`src/rtl/spi_fsm_pkg.sv`:
```
// ----------------------------------------------------------------------------
// spi_fsm_pkg
// Shared definitions for the SPI memory transaction controller:
//   - state encodings (also exported on the debug 'state' port)
//   - default field width in bits
//   - output bundle type and the Moore output decoder
// ----------------------------------------------------------------------------
package spi_fsm_pkg;

    localparam int WORD_BITS_DEFAULT = 8;

    typedef enum logic [2:0] {
        IDLE        = 3'd0,
        GET_ADDR    = 3'd1,
        GOT_ADDR    = 3'd2,
        READ_LOAD   = 3'd3,
        READ_SEND   = 3'd4,
        WRITE_GET   = 3'd5,
        WRITE_STORE = 3'd6,
        DONE        = 3'd7
    } state_e;

    typedef struct packed {
        logic addr_we;
        logic sr_we;
        logic dm_we;
        logic miso_buf_en;
    } outs_t;

    // Output bundle belonging to a given state; every output depends on state only.
    function automatic outs_t decode_outputs(input state_e s);
        outs_t o;
        o = '0;
        case (s)
            GOT_ADDR:    o.addr_we     = 1'b1;
            READ_LOAD:   o.sr_we       = 1'b1;
            READ_SEND:   o.miso_buf_en = 1'b1;
            WRITE_STORE: o.dm_we       = 1'b1;
            default:     o             = '0;
        endcase
        return o;
    endfunction

    // States in which SCLK rising edges advance the bit counter.
    function automatic logic is_counting(input state_e s);
        return (s == GET_ADDR) || (s == READ_SEND) || (s == WRITE_GET);
    endfunction

endpackage

```
`src/rtl/spi_bit_counter.sv`:
```
// ----------------------------------------------------------------------------
// spi_bit_counter
// Counts SCLK edge pulses within one SPI field. Saturates at WORD_BITS.
// Ports:
//   clk, rst_n : clock, asynchronous active-low reset
//   clear      : synchronous clear (wins over enable)
//   enable     : count one pulse this cycle
//   count      : current count, width clog2(WORD_BITS)+1
//   done       : count has reached WORD_BITS
// ----------------------------------------------------------------------------
module spi_bit_counter
    import spi_fsm_pkg::*;
#(
    parameter int WORD_BITS = WORD_BITS_DEFAULT,
    localparam int CNT_W    = $clog2(WORD_BITS) + 1
) (
    input  logic             clk,
    input  logic             rst_n,
    input  logic             clear,
    input  logic             enable,
    output logic [CNT_W-1:0] count,
    output logic             done
);

    logic [CNT_W-1:0] count_r;

    // Pulse counter: clear has priority, saturate instead of wrapping.
    always_ff @(posedge clk or negedge rst_n) begin
        if (!rst_n) begin
            count_r <= '0;
        end else if (clear) begin
            count_r <= '0;
        end else if (enable && (count_r != CNT_W'(WORD_BITS))) begin
            count_r <= count_r + CNT_W'(1);
        end else begin
            count_r <= count_r;
        end
    end

    assign count = count_r;
    assign done  = (count_r == CNT_W'(WORD_BITS));

endmodule

```
`src/rtl/spi_fsm.sv`:
```
// ----------------------------------------------------------------------------
// spi_fsm
// Transaction controller for the SPI memory datapath. Sequences the address
// byte (7-bit address + R/W bit) and the following data byte, and generates
// the one-cycle strobes for the address latch, shift register load and data
// memory write, plus the MISO buffer enable.
// Ports:
//   Clk           : system clock
//   nReset        : asynchronous active-low reset
//   csConditioned : conditioned chip select, 0 = transaction in progress
//   sclkPosEdge   : one-Clk pulse per SCLK rising edge
//   rwBit         : shift register bit 0 (1 = read), valid in GOT_ADDR
//   addrWE        : latch address strobe
//   srWE          : shift register parallel-load strobe
//   dmWE          : data memory write strobe
//   misoBufEn     : MISO tri-state enable
//   state         : current state encoding (debug)
// ----------------------------------------------------------------------------
module spi_fsm
    import spi_fsm_pkg::*;
#(
    parameter int WORD_BITS = WORD_BITS_DEFAULT
) (
    input  logic       Clk,
    input  logic       nReset,
    input  logic       csConditioned,
    input  logic       sclkPosEdge,
    input  logic       rwBit,
    output logic       addrWE,
    output logic       srWE,
    output logic       dmWE,
    output logic       misoBufEn,
    output logic [2:0] state
);

    localparam int CNT_W = $clog2(WORD_BITS) + 1;

    state_e           state_r;
    state_e           next_state_s;
    outs_t            outs_r;
    logic [CNT_W-1:0] bit_count_s;
    logic             cnt_done_s;
    logic             cnt_clear_s;
    logic             cnt_enable_s;
    logic             field_end_s;

    // A field ends on the pulse that brings the count to WORD_BITS. A count
    // already sitting at WORD_BITS is treated as field end too, so a corrupted
    // counter can never park the FSM in a counting state.
    assign field_end_s = (sclkPosEdge && (bit_count_s == CNT_W'(WORD_BITS - 1)))
                       || cnt_done_s;

    // Count only in counting states; any state change restarts the count at 0.
    assign cnt_enable_s = is_counting(state_r) && sclkPosEdge;
    assign cnt_clear_s  = !is_counting(state_r) || (next_state_s != state_r);

    spi_bit_counter #(
        .WORD_BITS (WORD_BITS)
    ) u_bit_counter (
        .clk    (Clk),
        .rst_n  (nReset),
        .clear  (cnt_clear_s),
        .enable (cnt_enable_s),
        .count  (bit_count_s),
        .done   (cnt_done_s)
    );

    // Next-state selection; chip-select release overrides every other transition.
    always_comb begin
        next_state_s = state_r;
        if (csConditioned) begin
            next_state_s = IDLE;
        end else begin
            case (state_r)
                IDLE:        next_state_s = GET_ADDR;
                GET_ADDR:    next_state_s = field_end_s ? GOT_ADDR : GET_ADDR;
                GOT_ADDR:    next_state_s = rwBit ? READ_LOAD : WRITE_GET;
                READ_LOAD:   next_state_s = READ_SEND;
                READ_SEND:   next_state_s = field_end_s ? DONE : READ_SEND;
                WRITE_GET:   next_state_s = field_end_s ? WRITE_STORE : WRITE_GET;
                WRITE_STORE: next_state_s = DONE;
                DONE:        next_state_s = DONE;
                default:     next_state_s = IDLE;
            endcase
        end
    end

    // State register with outputs registered alongside it, so each output is
    // a pure function of the state held in the flops and reset clears both.
    always_ff @(posedge Clk or negedge nReset) begin
        if (!nReset) begin
            state_r <= IDLE;
            outs_r  <= '0;
        end else begin
            state_r <= next_state_s;
            outs_r  <= decode_outputs(next_state_s);
        end
    end

    assign addrWE    = outs_r.addr_we;
    assign srWE      = outs_r.sr_we;
    assign dmWE      = outs_r.dm_we;
    assign misoBufEn = outs_r.miso_buf_en;
    assign state     = state_r;

endmodule
```
`config.mk`:
```
export PLATFORM = sky130hd
export DESIGN_NAME = spi_fsm
export DESIGN_NICKNAME = d
export VERILOG_FILES = /design/src/rtl/spi_fsm_pkg.sv /design/src/rtl/spi_bit_counter.sv /design/src/rtl/spi_fsm.sv
export SDC_FILE = /design/constraint.sdc
export NUM_CORES = 1
export LEC_CHECK = 0
export ABC_AREA = 1
export BUFFER_PORTS_ARGS = -buffer_cell sky130_fd_sc_hd__buf_2
export CORE_MARGIN = 2
export CORE_UTILIZATION = 45
export DETAILED_ROUTE_END_ITERATION = 12
export GPL_ROUTABILITY_DRIVEN = 0
export PLACE_DENSITY = 0.75
export SLEW_MARGIN = 25
export SYNTH_ARGS = -nofsm -noshare
export SYNTH_HDL_FRONTEND = slang
export SYNTH_SLANG_ARGS = --single-unit
```
`constraint.sdc`:
```
create_clock -name Clk -period 2.1 [get_ports Clk]
set_clock_uncertainty 0.2 [all_clocks]
set_input_delay 0.42 -clock Clk [delete_from_list [all_inputs] [get_ports Clk]]
set_output_delay 0.42 -clock Clk [all_outputs]
set_load 0.02 [all_outputs]
```
==> results of run 1 <==
-- cell type report --
class / instances / area, um^2
fill: 116 / 568
sequential: 11 / 275
multi-input combinational: 47 / 269
timing repair buffer: 12 / 65.1
inverter: 12 / 45.0
clock buffer: 3 / 22.5
tap: 15 / 18.8
clock inverter: 1 / 5.00
-- critical path: stages, from the launching register on --
cell     delay (ps)
dfrtp_1         420
ha_1            210
nand2_1          80
inv_1            60
nand2_2          80
nand2_1          50
nand2_1          50
nand2_1          50
nand2_2          70
inv_2            60
nor2_2           90
nand3_2         110
nor2_1          100
-- cell families (layout without fill, tap and decap cells) --
logic type	count (synthesis)	count (layout)
compound gates	4	4
xor+xnor	2	2
fa+ha+maj	2	2
buf+inv	12	28
flops	11	11
mux	1	1
simple gates	38	38
-- Yosys cell counts --
library cell,count
nand3_2,2
nor2_2,2
nand2_4,2
inv_1,7
ha_1,2
mux2_2,1
nor2_1,8
dfrtp_1,11
xor2_1,2
nand4_1,1
a21oi_1,2
o21ai_0,2
nor3_1,2
inv_2,5
nand3_1,4
nand2_2,4
nand2_1,13
-- through the flow --
step / worst slack [ps] / hold slack, ps / total power, W / std cells
floorplan: 547 / -75.6 / 0.000256 / 70
global placement: 437 / 92.9 / 0.000269 / 96
detailed placement: 391 / 99.3 / 0.000271 / 96
CTS: 378 / 123 / 0.000416 / 101
global route: 206 / 123 / 0.000437 / 101
finish: 390 / 128 / 0.000411 / 101
-- layer usage --
layer | global-route usage, % | part of all wire, %
met5 | 0 | 0
met2 | 27.0 | 50
met1 | 18.8 | 47
met4 | 10.0 | 0
met3 | 1.67 | 2.6
-- state kept, by name, indices dropped and copies added (netlist names) --
signal,cells
dmWE,1
srWE,1
addrWE,1
u_bit_counter.count,4
state,3
misoBufEn,1
-- cells in the final DEF (no fill, tap or decap), drive strengths merged --
master	instances
ha	2
mux2	1
nand3	6
clkinv	1
nor3	2
xor2	2
clkbuf	3
nand2	19
a21oi	2
o21ai	2
nor2	10
dfrtp	11
nand4	1
buf	11
inv	12
dlygate4sd3	1
-- path summary, 6_finish.rpt --
check,start,to,slack (ps),depth (start not counted)
worst max-delay path,u_bit_counter.count[0]$_DFFE_PN0P_,u_bit_counter.count[3]$_DFFE_PN0P_,390,12
worst min-delay path,csConditioned,state[2]$_DFF_PN0_,130,2
worst max register to register,u_bit_counter.count[0]$_DFFE_PN0P_,u_bit_counter.count[3]$_DFFE_PN0P_,390,12
worst min register to register,u_bit_counter.count[2]$_DFFE_PN0P_,u_bit_counter.count[2]$_DFFE_PN0P_,390,3
max in group asynchronous,nReset,u_bit_counter.count[1]$_DFFE_PN0P_,1160,2
min in group asynchronous,nReset,state[2]$_DFF_PN0_,340,2
-- where the power goes --
group | switching, W | leakage [nW] | total (W) | internal, W
combinational | 0.0000300 | 0.227 | 0.0000486 | 0.0000186
clock | 0.0000734 | 0.0177 | 0.000144 | 0.0000704
sequential | 0.00000382 | 0.152 | 0.000219 | 0.000215
==> impl_metrics.yaml, run 1 <==
cts:
  clkSinkCount: 11
  cts_resized: 0
  cts_made_buffers: 3
  clk-insertion-delay-late_ps: 270
  cts_tree: "built"
  cts_root_buf: "clkbuf_4"
  clkTransAtPathRegs_ps: 70
  htreeDepth: 1
  clk_path_buf_depth: 2
  ctsHoldBuffers: 1
  post_cts_buffers: 0
route:
  drt_wl_total_mm: 1.01
  via_count: 468
  drt_iter0_drc: 9
  wl_per_cell_um: 9.97
  first_pass_iters: 3
  post-route-drc-count: 0
  vias_per_cell: 4.63
  ant_nets: 0
global_routing:
  grt_pass1_wl_mm: 1.63
  grt_max_degree: 12
  track_usage_pct: 15.8
  grt_pass1_vias: 426
  antenna_found_initial: 0
  overflow: 0
cells_and_area:
  final_area_um2: 701
  layout.nets: 94
  final_util_pct: 55.2
  diodes: 0
  area_growth_pct: 18.9
  post_route_cells_drive_above_1_share_pct: 36.0
synthesis:
  synthCells: 70
  ys_seq_area_share_pct: 46.7
  netlist_area_um2: 589
  muxShareOfSynthArea_pct: 1.91
  synth_top_family_by_area: "simple AND/OR/NAND/NOR gates"
  synthXorXnorAreaFrac_pct: 2.97
  synth-simple-area-share_pct: 33.1
  synth_nets: 77
  ys_top_cells_by_area: "dfrtp_1 47%, nand2_1 8.3%, nor2_1 5.1%"
  synth_cell_types: 17
  syn_area_per_cell_um2: 8.42
  yosys_register_bits: 11
  synth_compound_area_share_pct: 3.40
  synthAdderAreaFrac_pct: 4.25
  yosysTopAreaCellShare_pct: 46.7
  ys_warn_count: 0
  synth_area_leader_cell: "dfrtp_1"
sta:
  fin_setup_tns_ps: 0
  post-route-min-period_ps: 1710
  rsz0062_at_grt: "false"
  setup_violations: 0
  hold_viol_final: 0
  worstMarginPinSlew_ps: 224
  fmax_ghz: 0.585
  period_share_pct: 81.4
  slew_violations: 0
  slew_headroom_pct: 84.9
min_path:
  min_path_type: "in2reg"
worst_setup_path:
  crit_type: "reg2reg"
  worstPathMaxFanout: 4
  crit_arrival_ps: 1710
  cp-end-kind: "flip-flop"
  cp.required_ps: 2100
  start_kind: "flip-flop"
floorplan:
  die_area_um2: 1620
  initial_core_util_pct: 46.4
  rows: 13
  ios: 12
  fp.dieH_um: 40.2
  die_w_um: 40.2
  coreArea_um2: 1270
power:
  peakVddDrop_mv: 0.460
  p_leak_nw: 0.396
  power_density_nw_per_um2: 587
placed_design:
  place_hpwl_um: 768
  place_area_um2: 663
  port_buffers: 11
job:
  maxCapViolations: 0
outcome:
  outcome: "complete, no violations"
Note: power is estimated with default switching activity, not from simulation.
==> inputs of run 2 (changes only) <==
Settings changed: PLACE_DENSITY 0.75 to 0.78.
Clock period 2.1 ns to 1.4 ns, I/O delays scaled along.
==> impl_metrics.yaml, run 2 (synthesis results as in run 1) <==
sta:
  hold_viol_final: 0
  period_share_pct: 119
  worstMarginPinSlew_ps: 253
  finalWorstSetupSlack_ps: -262
  fmax_ghz: 0.602
  hold_ws_ps: 141
  post-route-min-period_ps: 1660
  rsz0062_at_grt: "true"
  slew_violations: 0
  fin_setup_tns_ps: -2150
  setup_violations: 10
  slew_headroom_pct: 83.0
floorplan:
  coreArea_um2: 1270
  initial_core_util_pct: 46.4
  fp.dieH_um: 40.2
  ios: 12
  die_w_um: 40.2
  rows: 13
  die_area_um2: 1620
route:
  vias_per_cell: 4.72
  first_pass_iters: 4
  drt_wl_total_mm: 1.42
  drt_iter0_drc: 5
  ant_nets: 0
  post-route-drc-count: 0
  wl_per_cell_um: 11.6
  via_count: 576
worst_setup_path:
  cp_slowest_cell: "dfrtp_1"
  worstPathMaxFanout: 5
  cp.required_ps: 1400
  cp-end-kind: "flip-flop"
  crit_type: "reg2reg"
  slowest_delay_ps: 400
  start_kind: "flip-flop"
  crit_arrival_ps: 1660
  crit_path_cell_trace: "inv_1, ha_2, nand3_4, nand2_2, nand2_1, nand2_1, nand2_2, inv_2, buf_6, nand2_4, nor2_2"
cells_and_area:
  final_area_um2: 957
  diodes: 0
  layout_commonest_cell: "buf_4"
  post_route_cells_drive_above_1_share_pct: 62.6
  fillers: 103
  final_cell_mix: "15 x buf_4, 10 x dfrtp_1, 9 x buf_2, 8 x nand2_1"
  area_growth_pct: 62.4
  largest_reg_flops: 4
  layout.nets: 115
power:
  pwr-share-clk_pct: 31.9
  pwr-share-seq_pct: 50.0
  power_density_nw_per_um2: 683
  peakVddDrop_mv: 0.686
  combPwrFrac_pct: 18.1
  internal_power_w: 0.000488
  p_leak_nw: 0.516
  sw_frac_of_total_pct: 25.3
  switching_power_w: 0.000165
placed_design:
  port_buffers: 11
  place_hpwl_um: 848
  place_area_um2: 741
global_routing:
  antenna_found_initial: 0
  overflow: 0
  grt_max_degree: 12
  grt_pass1_wl_mm: 2.03
  track_usage_pct: 19.6
  grt_pass1_vias: 533
cts:
  cts_made_buffers: 3
  cts_root_buf: "clkbuf_4"
  clk_path_buf_depth: 2
  clkTransAtPathRegs_ps: 70
  cts_tree: "built"
  clk-insertion-delay-late_ps: 260
  clkSinkCount: 11
  htreeDepth: 1
min_path:
  min_path_type: "in2reg"
outcome:
  outcome: "finished, violations left"
  failed_checks: "setup timing"
job:
  maxCapViolations: 0
==> run 2: repair_timing <==
item | 4_1_cts | 5_1_grt
hold buffers | 2 | 0
pin swaps | 10 | 7
gates resized for setup | 15 | 11
hold endpoints to repair | 12 | 0
endpoints found under the setup margin | 12 | 13
buffers inserted | 8 | 4
==> run 2: routing by layer <==
metal | share of wire [%] | global-route usage (%) | vias to the layer above
li1 | - | - | 291
met1 | 40 | 22.0 | 271
met2 | 57 | 36.3 | 12
met3 | 2.5 | 1.67 | 2
met4 | 0.56 | 10.0 | 0
met5 | 0 | 0 | -
==> run 2: worst max-delay path, delay by kind of cell (launching register included) <==
family                     cells  cell delay (ps)
adders and majority gates      1              190
DFF                            1              400
buffers and inverters          3              290
and+or+nand+nor                7              520
==> run 2: power by group through the flow <==
stage / logic [W] / registers, W / clock network (W)
floorplan: 0.0000467 / 0.000336 / 0
global placement: 0.0000836 / 0.000332 / 0
detailed placement: 0.0000862 / 0.000332 / 0
CTS: 0.000104 / 0.000326 / 0.000214
global route: 0.000129 / 0.000327 / 0.000222
finish: 0.000118 / 0.000327 / 0.000208
==> run 2: area by class of cell <==
class | instances | area [um^2] | area share, %
clock buffer | 4 | 26.3 | 2.75
inverter | 12 | 45.0 | 4.71
multi-input combinational | 47 | 334 | 34.9
sequential | 11 | 277 | 28.9
tap | 15 | 18.8 | 1.96
timing repair buffer | 33 | 256 | 26.8
==> run 2: final timing paths <==
path                                           end  slack (ps)  cells past startpoint                               start
worst max-delay path              addrWE$_DFF_PN0_        -260                     11  u_bit_counter.count[0]$_DFFE_PN0P_
worst min-delay path            state[0]$_DFF_PN0_         140                      4                       csConditioned
worst max register to register    addrWE$_DFF_PN0_        -260                     11  u_bit_counter.count[0]$_DFFE_PN0P_
worst min register to register  state[2]$_DFF_PN0_         460                      2                  state[1]$_DFF_PN0_
max in group asynchronous       state[1]$_DFF_PN0_         570                      2                              nReset
min in group asynchronous           dmWE$_DFF_PN0_         220                      2                              nReset
==> run 2: through the flow <==
step	total power, W	instances	util [%]	setup slack, ps
final	0.000654	122	75.4	-262
after global routing	0.000679	122	75.4	-381
after CTS	0.000644	119	70.8	-237
after detailed placement	0.000418	105	58.4	-253
after global placement	0.000416	105	58.4	-199
after floorplan	0.000383	70	-	-141
